$ cat src/rtl/game_pkg.sv
// rtl/game_pkg.sv - shared lane/game encodings and screen geometry for the lane game
// Imported by the game-state stage and the pixel generator so both agree on geometry.
package game_pkg;

  typedef enum logic [1:0] {
    LANE_MID   = 2'b00,
    LANE_LEFT  = 2'b01,
    LANE_RIGHT = 2'b10,
    LANE_BAD   = 2'b11
  } lane_e;

  typedef enum logic {
    GS_PLAY = 1'b0,
    GS_OVER = 1'b1
  } game_state_e;

  localparam int unsigned DEF_STEP       = 4;
  localparam int unsigned DEF_OBST_H     = 50;
  localparam int unsigned DEF_PLAYER_TOP = 280;
  localparam int unsigned DEF_PLAYER_BOT = 380;
  localparam int unsigned DEF_SCREEN_H   = 480;
  localparam int unsigned DEF_LANE_L_X   = 80;
  localparam int unsigned DEF_LANE_M_X   = 300;
  localparam int unsigned DEF_LANE_R_X   = 520;

  // One lane move from the current lane; opposing presses cancel, 11 recovers to middle.
  function automatic lane_e lane_step(lane_e cur, logic go_left, logic go_right);
    lane_e nxt;
    nxt = cur;
    if (cur == LANE_BAD) begin
      nxt = LANE_MID;
    end else if (go_left && !go_right) begin
      case (cur)
        LANE_RIGHT: nxt = LANE_MID;
        LANE_MID:   nxt = LANE_LEFT;
        default:    nxt = cur;
      endcase
    end else if (go_right && !go_left) begin
      case (cur)
        LANE_LEFT: nxt = LANE_MID;
        LANE_MID:  nxt = LANE_RIGHT;
        default:   nxt = cur;
      endcase
    end
    return nxt;
  endfunction

endpackage

$ cat src/rtl/edge_detect.sv
// rtl/edge_detect.sv - one-cycle rising-edge pulse from a debounced button level
// History loads the live level even in reset, so a button held through reset gives no edge.
module edge_detect (
  input  logic clk,
  input  logic rst,
  input  logic i_level,
  output logic o_rise
);

  logic r_prev;

  always_ff @(posedge clk) begin
    r_prev <= i_level;
  end

  assign o_rise = i_level & ~r_prev & ~rst;

endmodule

$ cat src/rtl/lane_game_ctrl.sv
// rtl/lane_game_ctrl.sv - game-state stage: player lane, scrolling obstacle, score, collision
// All outputs are registers updated on clk_div for the downstream pixel generator.
import game_pkg::*;

module lane_game_ctrl #(
  parameter int unsigned STEP       = DEF_STEP,
  parameter int unsigned OBST_H     = DEF_OBST_H,
  parameter int unsigned PLAYER_TOP = DEF_PLAYER_TOP,
  parameter int unsigned PLAYER_BOT = DEF_PLAYER_BOT,
  parameter int unsigned SCREEN_H   = DEF_SCREEN_H,
  parameter int unsigned LANE_L_X   = DEF_LANE_L_X,
  parameter int unsigned LANE_M_X   = DEF_LANE_M_X,
  parameter int unsigned LANE_R_X   = DEF_LANE_R_X
) (
  input  logic       clk_div,
  input  logic       rst,
  input  logic       frame_tick,
  input  logic       btn_left,
  input  logic       btn_right,
  input  logic       btn_start,
  output logic [9:0] object_x,
  output logic [9:0] obstacle_y,
  output logic [1:0] lane,
  output logic       game_over,
  output logic [7:0] score
);

  localparam logic [10:0] W_STEP       = 11'(STEP);
  localparam logic [10:0] W_OBST_H     = 11'(OBST_H);
  localparam logic [10:0] W_PLAYER_TOP = 11'(PLAYER_TOP);
  localparam logic [10:0] W_PLAYER_BOT = 11'(PLAYER_BOT);
  localparam logic [10:0] W_SCREEN_H   = 11'(SCREEN_H);
  localparam logic [9:0]  X_LEFT       = 10'(LANE_L_X);
  localparam logic [9:0]  X_MID        = 10'(LANE_M_X);
  localparam logic [9:0]  X_RIGHT      = 10'(LANE_R_X);

  function automatic logic [9:0] lane_x(lane_e l);
    case (l)
      LANE_LEFT:  return X_LEFT;
      LANE_RIGHT: return X_RIGHT;
      default:    return X_MID;
    endcase
  endfunction

  logic        w_left;
  logic        w_right;
  logic        w_start;
  logic        w_play;
  logic        w_restart;
  logic        w_hit;
  logic        w_wrap;
  logic [10:0] w_obst_sum;
  logic [10:0] w_obst_bot;

  game_state_e r_state;
  game_state_e w_state_next;
  lane_e       r_lane;
  lane_e       w_lane_next;
  logic [9:0]  r_object_x;
  logic [9:0]  r_obst_y;
  logic [7:0]  r_score;

  edge_detect u_edge_left (
    .clk     (clk_div),
    .rst     (rst),
    .i_level (btn_left),
    .o_rise  (w_left)
  );

  edge_detect u_edge_right (
    .clk     (clk_div),
    .rst     (rst),
    .i_level (btn_right),
    .o_rise  (w_right)
  );

  edge_detect u_edge_start (
    .clk     (clk_div),
    .rst     (rst),
    .i_level (btn_start),
    .o_rise  (w_start)
  );

  assign w_play    = (r_state == GS_PLAY);
  assign w_restart = (r_state == GS_OVER) && w_start;

  // Collision uses only registered lane/obstacle, so it lags their update by one edge.
  assign w_obst_bot = {1'b0, r_obst_y} + W_OBST_H;
  assign w_hit      = (r_lane == LANE_MID) &&
                      (w_obst_bot > W_PLAYER_TOP) &&
                      ({1'b0, r_obst_y} < W_PLAYER_BOT);

  assign w_obst_sum = {1'b0, r_obst_y} + W_STEP;
  assign w_wrap     = (w_obst_sum >= W_SCREEN_H);

  always_ff @(posedge clk_div) begin
    if (rst) begin
      r_state <= GS_PLAY;
    end else begin
      r_state <= w_state_next;
    end
  end

  always_comb begin
    w_state_next = r_state;
    case (r_state)
      GS_PLAY: if (w_hit)   w_state_next = GS_OVER;
      GS_OVER: if (w_start) w_state_next = GS_PLAY;
      default:              w_state_next = GS_PLAY;
    endcase
  end

  always_comb begin
    game_over = (r_state == GS_OVER);
  end

  always_comb begin
    w_lane_next = r_lane;
    if (w_restart) begin
      w_lane_next = LANE_MID;
    end else if (w_play) begin
      w_lane_next = lane_step(r_lane, w_left, w_right);
    end
  end

  always_ff @(posedge clk_div) begin
    if (rst) begin
      r_lane     <= LANE_MID;
      r_object_x <= X_MID;
    end else begin
      r_lane <= w_lane_next;
      if (w_restart) begin
        r_object_x <= X_MID;
      end else if (w_play) begin
        r_object_x <= lane_x(r_lane);
      end
    end
  end

  always_ff @(posedge clk_div) begin
    if (rst) begin
      r_obst_y <= '0;
      r_score  <= '0;
    end else if (w_restart) begin
      r_obst_y <= '0;
      r_score  <= '0;
    end else if (w_play && frame_tick) begin
      if (w_wrap) begin
        r_obst_y <= '0;
        r_score  <= (r_score == 8'hFF) ? r_score : r_score + 8'd1;
      end else begin
        r_obst_y <= w_obst_sum[9:0];
      end
    end
  end

  assign lane       = r_lane;
  assign object_x   = r_object_x;
  assign obstacle_y = r_obst_y;
  assign score      = r_score;

endmodule

$ cat config.mk
export PLATFORM = sky130hd
export DESIGN_NAME = lane_game_ctrl
export DESIGN_NICKNAME = d
export VERILOG_FILES = /design/src/rtl/game_pkg.sv /design/src/rtl/edge_detect.sv /design/src/rtl/lane_game_ctrl.sv
export SDC_FILE = /design/constraint.sdc
export NUM_CORES = 1
export LEC_CHECK = 0
export CORE_MARGIN = 5
export CORE_UTILIZATION = 44
export CTS_CLUSTER_DIAMETER = 60
export DETAILED_ROUTE_END_ITERATION = 10
export HOLD_SLACK_MARGIN = 0.06
export PLACE_DENSITY = 0.74
export SYNTH_ARGS = -nofsm -noshare
export SYNTH_HDL_FRONTEND = slang
export SYNTH_SLANG_ARGS = --single-unit
$ cat constraint.sdc
create_clock -name clk_div -period 2 [get_ports clk_div]
set_clock_uncertainty 0.15 [all_clocks]
set_input_delay 0.4 -clock clk_div [delete_from_list [all_inputs] [get_ports clk_div]]
set_output_delay 0.4 -clock clk_div [all_outputs]
set_load 0.1 [all_outputs]
# Yosys cells after proc, flatten, opt, wreduce, memory -nomap -nowiden
# Cells that the tools add are included.
[classes] add_sub_neg=3 mul=0 div=0 magnitude_cmp=3 n_eq_ne=5 shifts=0 mux=10 bitwise=12 n_reduce_logical=14
[ops] cell="10-bit one-hot mux with 2 select lines" count=1
[ops] cell="10-bit by 3-bit adder with 11-bit output, second input constant" count=1
[ops] cell="10-bit by 6-bit adder with 11-bit output, second input constant" count=1
[ops] cell="11-bit by 9-bit greater-or-equal comparator with 1-bit output, second input constant" count=1
[ops] cell="11-bit by 9-bit > comparator with 1-bit output, second input constant" count=1
[ops] cell="10-bit by 9-bit < comparator with 1-bit output, second input constant" count=1
[ops] cell="10-bit two-way mux" count=1
[ops] cell="8-bit by 1-bit adder with 8-bit output, second input constant" count=1
[ops] cell="8-bit == test, second input constant" count=1
[ops] cell="2-bit one-hot mux with 2 select lines" count=2
[ops] cell="1-bit AND" count=6
[ops] cell="1-bit logical AND" count=6
[ops] cell="2-bit two-way mux" count=3
[ops] cell="1-bit inverter" count=6
[ops] cell="2-bit == test, second input constant" count=2
[ops] cell="4-bit by 3-bit inequality test with 1-bit output, second input constant" count=1
[ops] cell="4-bit AND reduction" count=1
[ops] cell="4-bit nonzero test" count=1
[ops] cell="3-bit AND reduction" count=1
[ops] cell="3-bit nonzero test" count=1
[ops] cell="2-bit by 1-bit == test with 1-bit output, second input constant" count=1
[ops] cell="1-bit logical NOT" count=2
[ops] cell="2-bit logical NOT" count=1
[ops] cell="1-bit two-way mux" count=2
[ops] cell="other kinds (2)" count=2
[word_totals] register_bits=34 latchBits=0 ram_bits=0 rom_bits=0 in_bits=6 word_cells=55 mem_count=0

# Logic depth before layout (Yosys ltp)
[logic_depth] depth_word=8 ltp_mapped=8 depth_no_buf=7

# By module
# Synthesis repeated with hierarchy kept, for this count alone.
[hier_totals] hier_cells=157 area_unflattened_um2=1372.6
[by_module_without_submodules] mod="lane_game_ctrl" n_inst=1 cells_each=151 area_each_um2=1275.0 seq_area_each_um2=460.4
[by_module_without_submodules] mod="edge_detect" n_inst=3 cells_each=2 area_each_um2=32.5 seq_area_each_um2=20.0

# Least setup slack after synthesis
# No wires, ideal clock.
[synth_timing] path_kind="register to register" startpoint="reg r_obst_y[3], in the netlist obstacle_y[3]" endpoint="reg r_score[2], in the netlist score[2]" setup_time_ps=71 arrival_time_ps=2578 required_time_ps=1779 path_slack_ps=-799 path_stages_with_launch=8 path_buffers=0 period_less_slack_ps=2799 path_cell_list="dfxtp_1 -> ha_1 -> and4b_1 -> nand4_1 -> o31ai_2 -> or2_4 -> or3_1 -> a21oi_1"
[synth_between] elab_chain_len=3
[synth_lines] item="start: declaration" line="lane_game_ctrl.sv:60" text="logic [9:0] r_obst_y;"
[synth_lines] item="start signal: assignment" line="lane_game_ctrl.sv:152" text="r_obst_y <= w_obst_sum[9:0];"
[synth_lines] item="10-bit by 3-bit adder with 11-bit output" line="lane_game_ctrl.sv:93" text="assign w_obst_sum = {1'b0, r_obst_y} + W_STEP;"
[synth_lines] item="11-bit by 9-bit greater-or-equal comparator with 1-bit output" line="lane_game_ctrl.sv:94" text="assign w_wrap = (w_obst_sum >= W_SCREEN_H);"
[synth_lines] item="3-bit AND reduction (no line)"
[synth_lines] item="end signal: assignment" line="lane_game_ctrl.sv:150" text="r_score <= (r_score == 8'hFF) ? r_score : r_score + 8'd1;"
[synth_lines] item="end: declaration" line="lane_game_ctrl.sv:61" text="logic [7:0] r_score;"
# No other way between the ends.
# A chain may end at the register's enable or synchronous reset.

# Worst setup path in the final report
[layout_timing] startpoint="reg r_obst_y[2], in the netlist obstacle_y[2]" endpoint="reg r_score[3], in the netlist score[3]"
# The elaborated chain is that of the path after synthesis.

==> results.md <==
- Status: completed
- Wire per inst: 14.5 um
- Critical path endpoint category: flip-flop
- Yosys top cell area share: 0.349
- Non-filler instance count after layout: roughly 260
- Sink Count: 26
- Leakage: 0.870 nW
- Number of remaining DRC errors: 0
- Die Y-Extent: roughly 68 um
- CP Max Fanout: 7
- Die width: approximately 68 um
- Tot GR Track Use: 0.168
- Post-synth EDFFs: 0
- Area contributors post-synth: dfxtp_1, ha_1, nand2_1, buf_4, nand3_1
- Via count: approximately 1,400
- Critical Path RT: 2130 ps
- CP Class: flip-flop to flip-flop
- Final max-slew violation count: 0
- Mapped Area: about 1500 sq um
- Initial antenna violation count: 0
- Synth unique cells: between 40 and 50
- I/O pin count: 37
- Hold Path Origin: obstacle_y[3]
- Final min period: ~2000 ps
- CTS buffer count: 3
- Reg2Reg Launch Point: obstacle_y[2]
- Register area share after synthesis: 0.349
- Final Cycle Share: 0.989
- Setup Slack @ Placement: -248 ps
- Layout fillers: between 200 and 300
- Reg-to-reg slack, setup: between 20 and 25 ps
- R2R depth: 7
- Reg clk slew, reported paths: 160 ps
- Die area: approximately 4700 sq um
- Hold-critical path depth: 2
- Peak VDD IR: between 500 and 600 uV
- Clock tree buffer depth: 2
- Placeable Area: around 3300 sq um
- Total Wirelength: about 3800 um
- Ys async rst share: 0
- Hpwl dp: 2840 um
- CP arrival: between 2000 and 2500 ps
- Final setup fails: 0
- PD cells: 520 nW/um^2
- Total global routing overflow: 0
- Syn Area/Cell: 8.48 sq um
- First-pass GRT wire length: ~6000 um
- Buffers added on ports: 31
- Drt pass-1 iters: 6
- Warnings from Yosys: 0
- Largest net degree at the start of global routing: 15
- RSZ-0062 raised after global routing: yes
- Post-CTS Hold Fix Bufs: 0
- Crit start category: flip-flop
- Worst-Skew Late Latency: 330 ps
- Max Cap Viol: 0
- Final Hold Viols: 0
- Num rows: 21
- Final WS setup: ~22 ps
- Hold WC Path Type: flip-flop to flip-flop
- Area of the multi-input gates: about 860 sq um
- Gpl congestion: approximately 0.9
- ANT cells: 0
- Vias in the first global route: around 1,300
- Post-Place Cells: 248
- Worst-Margin Slew: 502 ps
- Ys flop type: dfxtp_1
- Vias per cell: approximately 5.4
- Max-slew headroom: 0.665
- #FFs+latches synth: 26
- Initial Util: 0.451
- Final ANT Viol Nets: 0
- Hold Crit Endpoint: obstacle_y[3]
- Area Growth Syn to Fin: 48.2%
- Post-synth top area cell: dfxtp_1
- Fmax: roughly 0.51 GHz
- Nets: 226
- Share of layout cells above drive strength 1: 0.349
- Clock root cell: clkbuf_4
- Clock H-tree levels: 1
- CTS tree: built
- Drt initial violations: 160
- Storage cell area: roughly 560 sq um
- Synth Instances: between 150 and 200
- Reg-to-reg endpoint: score[3]
## through the flow
step                TNS (ps)  cell area (sq um)  utilization  hold slack (ps)  power (W)
global placement        -570               2140        0.646              340   0.000898
CTS                        0               2200        0.665              373    0.00115
floorplan               -237               1570            -              278   0.000801
finish                     0               2210        0.668              374    0.00115
detailed placement      -979               2140        0.646              353   0.000909
global route            -269               2210        0.668              353    0.00120
## cell type report
cell class / instances / share of cell area
repair buffers: 45 / 0.305
clock inverters: 1 / 0.00170
inverters: 8 / 0.0136
multi-input cells: 129 / 0.390
well taps: 46 / 0.0260
flip-flops and latches: 26 / 0.253
clock buffers: 3 / 0.0102
## state kept, by name, summed over array words and instances, names as in the netlist
register and cells:
game_over 1, u_edge_right.r_prev 1, u_edge_left.r_prev 1, u_edge_start.r_prev 1, obstacle_y 8, score 8, lane 2, object_x 4
## cell usage after synthesis (2+ instances only)
cell type	number
nand3b_1	2
buf_2	2
nand2b_1	2
o21ai_0	7
a31o_2	2
nand4_1	5
xnor2_1	5
buf_4	9
nor3_1	4
or2_4	2
mux2i_1	5
and3_1	5
a21oi_1	8
buf_6	3
nor2_1	11
or3_1	2
clkbuf_1	3
inv_1	8
nand2_1	20
dfxtp_1	26
nor4_1	3
a31oi_1	4
ha_1	7
nand3_1	12
## worst max-delay path by stage
| stage | startpoint | end | slack (ps) | cells past startpoint |
|---|---|---|---|---|
| 3_3_place_gp | frame_tick | score[7] | -200 | 7 |
| 4_1_cts | obstacle_y[3] | score[2] | 9 | 7 |
| 2_1_floorplan | obstacle_y[3] | score[2] | -130 | 7 |
| 6_report | obstacle_y[2] | score[3] | 20 | 7 |
| 5_1_grt | obstacle_y[2] | score[3] | -70 | 7 |
| 3_5_place_dp | frame_tick | score[7] | -250 | 7 |
## worst max-delay path, stage by stage (launching register included)
cell and delay (ps):
dfxtp_4 410, ha_4 180, and4b_1 200, nand4_1 140, o31ai_4 110, or2_4 260
or3_1 360, a21oi_2 120
## per-layer routing
| layer | global-route usage | up-vias | part of all wire | wire, um |
|---|---|---|---|---|
| li1 | - | 682 | - | - |
| met1 | 0.200 | 657 | 0.42 | 1570 |
| met2 | 0.296 | 43 | 0.52 | 1940 |
| met3 | 0.0361 | 8 | 0.045 | 168 |
| met4 | 0.0571 | 0 | 0.019 | 70 |
| met5 | 0 | - | 0 | 0 |
## repair_timing
action,4_1_cts,5_1_grt
buffers inserted,5,1
pin swaps,0,2
setup endpoints to repair,2,8
resized for setup,0,1
## cells in the final DEF (no fill, tap or decap), drive strengths merged, types with 6 or more instances in the layout
cell	netlist	layout
dfxtp	26	26
nand3	12	12
o21ai	7	7
and3	6	6
nand2	20	20
inv	8	8
a21oi	8	8
nor2	11	11
buf	14	40
ha	7	7
## report_power, final
group | switching (W) | internal, W | leakage (nW)
logic | 0.000236 | 0.000116 | 0.632
clock network | 0.000171 | 0.0000732 | 0.0154
registers | 0.0000263 | 0.000528 | 0.222
## cell families after synthesis
family / after synthesis / share of synthesized area
other: 1 / 0.00251
xor gates and xnor gates: 5 / 0.0293
AOI/OAI and AO/OA: 28 / 0.131
DFF: 26 / 0.349
adders and majority gates: 7 / 0.0587
muxes: 5 / 0.0335
buffers and inverters: 25 / 0.102
and+or+nand+nor: 79 / 0.294
Power figures use the tool's default switching activity.
